[src/rtl/uart_pkg.sv]
// Shared types and helpers for the FIFO-to-UART hex drain stage.
package uart_pkg;

  typedef enum logic [2:0] {
    IDLE,
    POP,
    WAIT_DATA,
    START,
    DATA,
    PARITY,
    STOP,
    LINEBRK
  } tx_state_e;

  typedef enum logic [1:0] {
    K_HEX,
    K_CR,
    K_LF
  } char_kind_e;

  localparam logic [7:0] ASCII_CR = 8'h0D;
  localparam logic [7:0] ASCII_LF = 8'h0A;

  function automatic logic [7:0] hex_to_ascii(input logic [3:0] n);
    logic [7:0] w;
    w = {4'h0, n};
    return (n < 4'd10) ? (8'h30 + w) : (8'h37 + w);
  endfunction

endpackage

[src/rtl/uart_baud_tick.sv]
// Bit-period timer: one-cycle tick on the last cycle of every CLKS_PER_BIT window.
module uart_baud_tick #(
  parameter int CLKS_PER_BIT = 434
) (
  input  logic clk,
  input  logic reset_n,
  input  logic clear,
  output logic tick
);

  localparam int CW = (CLKS_PER_BIT > 1) ? $clog2(CLKS_PER_BIT) : 1;
  localparam logic [CW-1:0] LAST = CW'(CLKS_PER_BIT - 1);
  localparam logic ONE_CLK = (CLKS_PER_BIT == 1);

  logic [CW-1:0] cnt;

  // clear marks the first cycle of a state, where the count is taken as 0
  assign tick = clear ? ONE_CLK : (cnt == LAST);

  always_ff @(posedge clk or negedge reset_n) begin
    if (!reset_n) begin
      cnt <= '0;
    end else if (clear) begin
      cnt <= ONE_CLK ? '0 : CW'(1);
    end else if (cnt == LAST) begin
      cnt <= '0;
    end else begin
      cnt <= cnt + CW'(1);
    end
  end

endmodule

[src/rtl/fifo_uart_hex_tx.sv]
// Drains 4-bit FIFO entries to a UART line as ASCII hex, with CR/LF rows.
// Define UART_TX_PARITY_EN for an even-parity (8E1) frame.
import uart_pkg::*;

module fifo_uart_hex_tx #(
  parameter int CLK_FREQ_HZ    = 50_000_000,
  parameter int BAUD_RATE      = 115200,
  parameter int DATA_WIDTH     = 4,
  parameter int CHARS_PER_LINE = 16
) (
  input  logic                  clk,
  input  logic                  reset_n,
  input  logic                  enable,
  input  logic                  fifo_empty,
  input  logic [DATA_WIDTH-1:0] fifo_data,
  input  logic                  fifo_data_valid,
  output logic                  fifo_pop,
  output logic                  uart_tx,
  output logic                  busy,
  output logic                  char_done
);

  localparam int CLKS_PER_BIT = CLK_FREQ_HZ / BAUD_RATE;
  localparam int LW = (CHARS_PER_LINE > 1) ? $clog2(CHARS_PER_LINE) : 1;
  localparam logic [LW-1:0] LINE_LAST = LW'(CHARS_PER_LINE - 1);

  tx_state_e  state;
  char_kind_e kind;
  logic [7:0]    shift;
  logic [2:0]    bit_idx;
  logic [1:0]    wait_cnt;
  logic [LW-1:0] line_cnt;
  logic          clr;
  logic          tick;
  logic [7:0]    hex_char;
  logic [7:0]    brk_char;

  uart_baud_tick #(
    .CLKS_PER_BIT(CLKS_PER_BIT)
  ) u_tick (
    .clk    (clk),
    .reset_n(reset_n),
    .clear  (clr),
    .tick   (tick)
  );

  assign hex_char  = hex_to_ascii(fifo_data[3:0]);
  assign brk_char  = (kind == K_CR) ? ASCII_CR : ASCII_LF;
  assign busy      = (state != IDLE);
  assign char_done = (state == STOP) && tick;

  always_ff @(posedge clk or negedge reset_n) begin
    if (!reset_n) begin
      state    <= IDLE;
      kind     <= K_HEX;
      shift    <= '0;
      bit_idx  <= '0;
      wait_cnt <= '0;
      line_cnt <= '0;
      clr      <= 1'b0;
      fifo_pop <= 1'b0;
      uart_tx  <= 1'b1;
    end else begin
      clr      <= 1'b0;
      fifo_pop <= 1'b0;
      unique case (state)
        IDLE: begin
          if (enable && !fifo_empty) begin
            state    <= POP;
            fifo_pop <= 1'b1;
            clr      <= 1'b1;
          end
        end
        POP: begin
          state    <= WAIT_DATA;
          wait_cnt <= '0;
          clr      <= 1'b1;
        end
        WAIT_DATA: begin
          if (fifo_data_valid) begin
            shift   <= hex_char;
            kind    <= K_HEX;
            uart_tx <= 1'b0;
            state   <= START;
            clr     <= 1'b1;
          end else if (wait_cnt == 2'd3) begin
            state <= IDLE;
            clr   <= 1'b1;
          end else begin
            wait_cnt <= wait_cnt + 2'd1;
          end
        end
        START: begin
          if (tick) begin
            bit_idx <= '0;
            uart_tx <= shift[0];
            state   <= DATA;
            clr     <= 1'b1;
          end
        end
        DATA: begin
          if (tick) begin
            if (bit_idx == 3'd7) begin
`ifdef UART_TX_PARITY_EN
              // rotation keeps the XOR of the byte intact
              uart_tx <= ^shift;
              state   <= PARITY;
`else
              uart_tx <= 1'b1;
              state   <= STOP;
`endif
              clr <= 1'b1;
            end else begin
              bit_idx <= bit_idx + 3'd1;
              shift   <= {shift[0], shift[7:1]};
              uart_tx <= shift[1];
            end
          end
        end
        PARITY: begin
          if (tick) begin
            uart_tx <= 1'b1;
            state   <= STOP;
            clr     <= 1'b1;
          end
        end
        STOP: begin
          if (tick) begin
            clr   <= 1'b1;
            state <= IDLE;
            unique case (kind)
              K_HEX: begin
                if (line_cnt == LINE_LAST) begin
                  line_cnt <= '0;
                  kind     <= K_CR;
                  state    <= LINEBRK;
                end else begin
                  line_cnt <= line_cnt + LW'(1);
                end
              end
              K_CR: begin
                kind  <= K_LF;
                state <= LINEBRK;
              end
              default: kind <= K_HEX;
            endcase
          end
        end
        LINEBRK: begin
          shift   <= brk_char;
          uart_tx <= 1'b0;
          state   <= START;
          clr     <= 1'b1;
        end
        default: state <= IDLE;
      endcase
    end
  end

endmodule

[config.mk]
export PLATFORM = sky130hd
export DESIGN_NAME = fifo_uart_hex_tx
export DESIGN_NICKNAME = d
export VERILOG_FILES = /design/src/rtl/uart_pkg.sv /design/src/rtl/uart_baud_tick.sv /design/src/rtl/fifo_uart_hex_tx.sv
export SDC_FILE = /design/constraint.sdc
export NUM_CORES = 1
export LEC_CHECK = 0
export ABC_AREA = 1
export CAP_MARGIN = 30
export CORE_MARGIN = 2
export CORE_UTILIZATION = 63
export DETAILED_ROUTE_END_ITERATION = 10
export GPL_TIMING_DRIVEN = 0
export PLACE_DENSITY = 0.84
export SYNTH_ARGS = -nofsm -noshare
export SYNTH_HDL_FRONTEND = slang
export SYNTH_SLANG_ARGS = --single-unit
[constraint.sdc]
create_clock -name clk -period 2.25 [get_ports clk]
set_input_delay 0.675 -clock clk [delete_from_list [all_inputs] [get_ports clk]]
set_output_delay 0.675 -clock clk [all_outputs]
set_load 0.01 [all_outputs]
* Word-level counts from Yosys, hierarchy flattened
Cells that the tools add are included.
Widths: inputs -> output; s select.
** Storage, ports and cells
- Input bits :: 9
- Logic and storage cells :: 108
- Output and inout port bits :: 4
- Register bits :: 34
** Cells by class
- Equality and inequality tests :: 24
- Reduce and logical (&&, ||, !) cells :: 20
- Multiplexer cells :: 47
- Add/subtract/negate cells :: 6
- $lt $le $gt $ge :: 1
** Operator list (number)
- $mux 3 :: 13
- $mux 8 :: 3
- $pmux 3 s8 :: 1
- $pmux 8 s3 :: 1
- $ne 2x2->1 const B :: 10
- $mux 9 :: 2
- $eq 3x3->1 const B :: 5
- $add 6x4->7 const A :: 2
- $mux 1 :: 13
- $pmux 2 s2 :: 3
- $pmux 3 s2 :: 2
- $reduce_and 4->1 :: 3
- $mux 2 :: 5
- $pmux 1 s5 :: 2
- $add 9x1->9 const B :: 1
- $eq 9x9->1 const B :: 1
- $mux 7 :: 1
- $reduce_and 7->1 :: 1
- $eq 3x2->1 const B :: 2
- $ne 3x3->1 const B :: 2
- $reduce_and 3->1 :: 2
- $reduce_bool 2->1 :: 3
- $reduce_bool 3->1 :: 2
- $reduce_and 5->1 :: 1
- other kinds (16) :: 17

* Depth between registers and ports, before layout
- Depth after elaboration :: 5
- Mapped depth :: 10
- Mapped depth without buffers :: 10

* Cells and area by module
From an unflattened synthesis, not the netlist that was laid out.
** Second synthesis, totals
- Cells, all modules :: 288
- Area, all modules :: 2170.8 um^2
** By module, submodules not included
- fifo_uart_hex_tx :: area an instance 1624.1 um^2, seq. area each 626.9 um^2, cells an instance 225, times used 1
- uart_baud_tick :: area an instance 546.8 um^2, seq. area each 225.2 um^2, cells an instance 63, times used 1

* Worst setup path after synthesis
No wires, ideal clock.
- Kind :: register -> output
- From :: register u_tick.cnt[1]
- To :: output char_done
- Path buffers :: 0
- Data arrival time :: 1094 ps
- Path slack :: 481 ps
- Data required time :: 1575 ps
- Stages on the path, launching flop included :: 7
- Cells stage by stage :: dfrtp_1 -> inv_1 -> ha_1 -> nand2_1 -> nor2_2 -> nand3_2 -> nor2_1
** Between the ends
- Word-level cells in the longest chain between the ends :: 3
** RTL lines
- start: declaration :: RTL line uart_baud_tick.sv:15 : logic [CW-1:0] cnt;
- start signal: assignment :: RTL line uart_baud_tick.sv:24 : cnt <= ONE_CLK ? '0 : CW'(1);
- start signal: assignment :: RTL line uart_baud_tick.sv:28 : cnt <= cnt + CW'(1);
- $eq 9x9->1 :: RTL line uart_baud_tick.sv:18 : assign tick = clear ? ONE_CLK : (cnt == LAST);
- $mux 1 :: RTL line uart_baud_tick.sv:18
- $logic_and 1x1->1 :: RTL line fifo_uart_hex_tx.sv:50 : assign char_done = (state == STOP) && tick;
- end: declaration :: RTL line fifo_uart_hex_tx.sv:20 : output logic char_done
Every way passes these cells.

* Final worst setup path
Ends and elaborated chain as after synthesis.

==> impl_metrics.csv <==
group,metric,value,unit
global_routing,first_global_vias,1696,
finish,fillCellCount,233,
routing,antenna_violating_nets_post_route,0,
setup_path,timing.critical_path.fanout_max,4,
power,p_sw,1.050,mW
global_routing,grt_util_all_layers,26.08,%
setup_path,worst_path_most_repeated_cell,"nor2_4",
synth,ys_seq_area_share,42.01,%
run,cap_violations,0,
cts,cts_tree,"done",
power,fin_total_pwr,2.612,mW
global_routing,wire_length_of_the_first_global_routing_pass,7134,um
timing,drv_slew,0,
global_routing,grt_antenna_before_repair,0,
setup_path,crit_chain,"inv_1 > ha_2 > nand2_2 > nor2_4 > nand3_4 > nor2_4 > buf_6",
timing,report.final.setup_viol,0,
finish,signed_area_change_from_the_synthesized_netlist_to_the_final_layout,17.27,%
synth,post_synth_instance_area,2028,um2
global_routing,grt_max_degree,35,
synth,synth_nets,283,
place,dp_hpwl,2965,um
cts,clock_tree.htree_level_count,2,
finish,diodes,0,
routing,drcViolationCount,0,
floorplan,design.portCount,13,
floorplan,fp.dieArea,3689,um2
power,power.share.clock,22.9,%
place,gp_congestion,0.8720,
floorplan,row_count,20,
power,pwr-share-comb,42.6,%
place,port_buffers,12,
timing,final_period_minus_worst_setup_slack,2236,ps
routing,wl_per_cell,12.68,um
cts,clock_sinks,34,
synth,yosysUniqueCellTypes,27,
power,leakagePower,1.196,nW
timing,worst_pin_slew,779.7,ps
routing,detailedRoute.firstPassIterationCount,4,
cts,num_cts_buffers,5,
timing,rsz_0062_raised_after_global_routing,"yes",
power,power_per_cell_area,1098,nW/um2
setup_path,startpoint_type,"flip-flop",
finish,layout.cells.non_filler,336,
timing,relSlewSlack,48.02,%
synth,yosysWarnings,0,
timing,clock.fmax,0.4473,GHz
cts,cts-hold-fix-buffers,0,
routing,detailroute.via_count,1772,
synth,syn_inst,267,
power,sequential_power_share,34.5,%
timing,timing.clock.skew,18.49,ps
setup_path,worst_path_max_delay_cell,"dfrtp_1",
synth,netlist_top_cells_area,"dfrtp_1 (41%), nand2_1 (14%), nand3_1 (5.7%)",
synth,syn_area_per_cell,7.596,um2
setup_path,cp_slowest_stage_delay,400,ps
floorplan,die_height,60.74,um
floorplan,core_area,3053,um2
power,net_sw_share,40.20,%
floorplan,die_w,60.74,um
synth,synthDominantCellAreaShare,40.72,%
setup_path,worst_ep_arrival_time,1560,ps
timing,fin_crit_sh,99.37,%
finish,numnets_final,307,
setup_path,cp_data_required_time,1570,ps
synth,synth_top_cell_by_area,"dfrtp_1",
place,place.detailed.instances,323,
synth,synth_seq_cells,34,
floorplan,initial_core_util,66.43,%
timing,hold-worst-slack,384.4,ps
routing,drt-vias-per-instance,5.274,
timing,fin_setup_tns,0,ps
power,worst_ir_drop_vdd,874.7,uV
global_routing,grt_overflow,0,
finish,post_route_cells_drive_above_1_share,16.10,%
timing,timing.final.hold_violations,0,
cts,clock_insertion_delay_worst_skew,360,ps
setup_path,criticalPathCategory,"flip-flop to output pin",
run_status,result_of_the_run,"finished, final reports clean",
min_path,timing.hold.worst.class,"primary input to asynchronous set/reset pin",
power,intPower,1.562,mW
finish,final_core_util,77.91,%
setup_path,end_kind,"output pin",
routing,finalWirelength,4261,um
cts,cts_max_path_buffers,2,
routing,initialDrtViolationCount,95,
cts,clk_transition_reported_paths,120,ps
cts,cts_root_buf,"clkbuf_4",
-- final cells by class --
cell class | instances | area [um2] | area share [%]
tap | 44 | 55.05 | 2.315
timing repair buffer | 17 | 152.6 | 6.418
inverter | 32 | 120.1 | 5.050
clock buffer | 6 | 51.30 | 2.157
buffer | 4 | 38.79 | 1.631
multi-input combinational | 197 | 1047 | 44.03
clock inverter | 2 | 60.06 | 2.525
sequential | 34 | 853.3 | 35.88
-- synth_stat cells --
library cell  number
dfstp_2            1
buf_4              1
nor2_1            29
nand3_4            2
nand2_1           78
nand3_1           23
buf_8              1
xor2_1             4
nand2_2            4
nand3_2            1
a22oi_1            2
xnor2_1            2
nor3_1             5
o21ai_0           10
ha_1               7
dfrtp_1           33
nor2_4             1
inv_2              3
a21oi_1           12
inv_1             29
a21oi_2            1
buf_2              1
buf_6              1
nand4_1            6
nor2_2             1
o21ai_2            8
or2_0              1
-- routing by layer --
metal,share of wire [%],wire length (um),track usage [%],vias to the layer above
li1,-,-,-,910
met4,3.1,131,12.42,0
met2,46,1950,43.01,38
met5,0,0,0,-
met1,47,2023,32.34,810
met3,3.6,155,5.970,14
-- metrics by stage --
stage	instance area [um2]	setup WS [ps]
detailed placement	2198	-199.5
finish	2379	14.29
global route	2379	-61.55
floorplan	2028	481.4
global placement	2203	-240.6
CTS	2351	-89.87
-- registers in the layout, summed over array words and instances (netlist names) --
name        cells
line_cnt        4
bit_idx         3
fifo_pop        1
uart_tx         1
shift           8
u_tick.cnt      9
wait_cnt        2
clr             1
kind            2
state           3
-- critical path: cells and delay by family (launching register included) --
family	cells	cell delay, ps
adders and majority gates	1	170
buffers and inverters	2	190
DFF	1	400
and+or+nand+nor	4	430
-- path summary, 6_finish.rpt --
| path | from | end | slack (ps) | cells after the start |
|---|---|---|---|---|
| worst max-delay path | u_tick.cnt[1] | char_done | 10 | 7 |
| worst min-delay path | reset_n | state[1] | 380 | 1 |
| worst max register to register | u_tick.cnt[1] | state[2] | 440 | 11 |
| worst min register to register | clr | u_tick.cnt[3] | 460 | 1 |
| max in group asynchronous | reset_n | state[0] | 1340 | 1 |
| min in group clk | clr | u_tick.cnt[3] | 460 | 1 |
-- layout by cell type (no fill, tap or decap), drive strengths merged --
cell           Yosys  final
xnor2              2      2
or2                1      1
a22oi              2      2
clkbuf             0      6
nand2             82     82
nand3             26     26
dfstp              1      1
buf                4     11
dfrtp             33     33
nor3               5      5
o21ai             18     18
xor2               4      4
inv               32     32
ha                 7      7
bufinv             0      2
nand4              6      6
a21oi             13     13
dlygate4sd2        0      1
nor2              31     31
clkdlybuf4s50      0      9
-- power groups by stage --
stage          logic (mW)  clock network (mW)  registers [mW]
6_report             1.11               0.598           0.902
5_1_grt              1.25               0.624           0.916
4_1_cts              1.09               0.604           0.897
3_5_place_dp         1.04                   0           0.920
3_3_place_gp         1.02                   0           0.914
2_1_floorplan       0.805                   0           0.893
-- cells by family after synthesis --
group / Yosys count / share of synthesized area (%)
AND/OR/NAND/NOR: 151 / 33.19
buffers and inverters: 36 / 7.834
flip-flops: 34 / 42.01
AO/OA/AOI/OAI: 33 / 10.06
adder cells (fa/ha/maj): 7 / 4.318
XOR/XNOR: 6 / 2.591
-- timing repair --
item	4_1_cts	5_1_grt
endpoints found under the setup margin	2	1
endpoints found under the hold margin	0	0
setup buffers	2	3
gates resized for setup	11	4
pin swaps	1	1
Note: power is estimated with default switching activity, not from simulation.
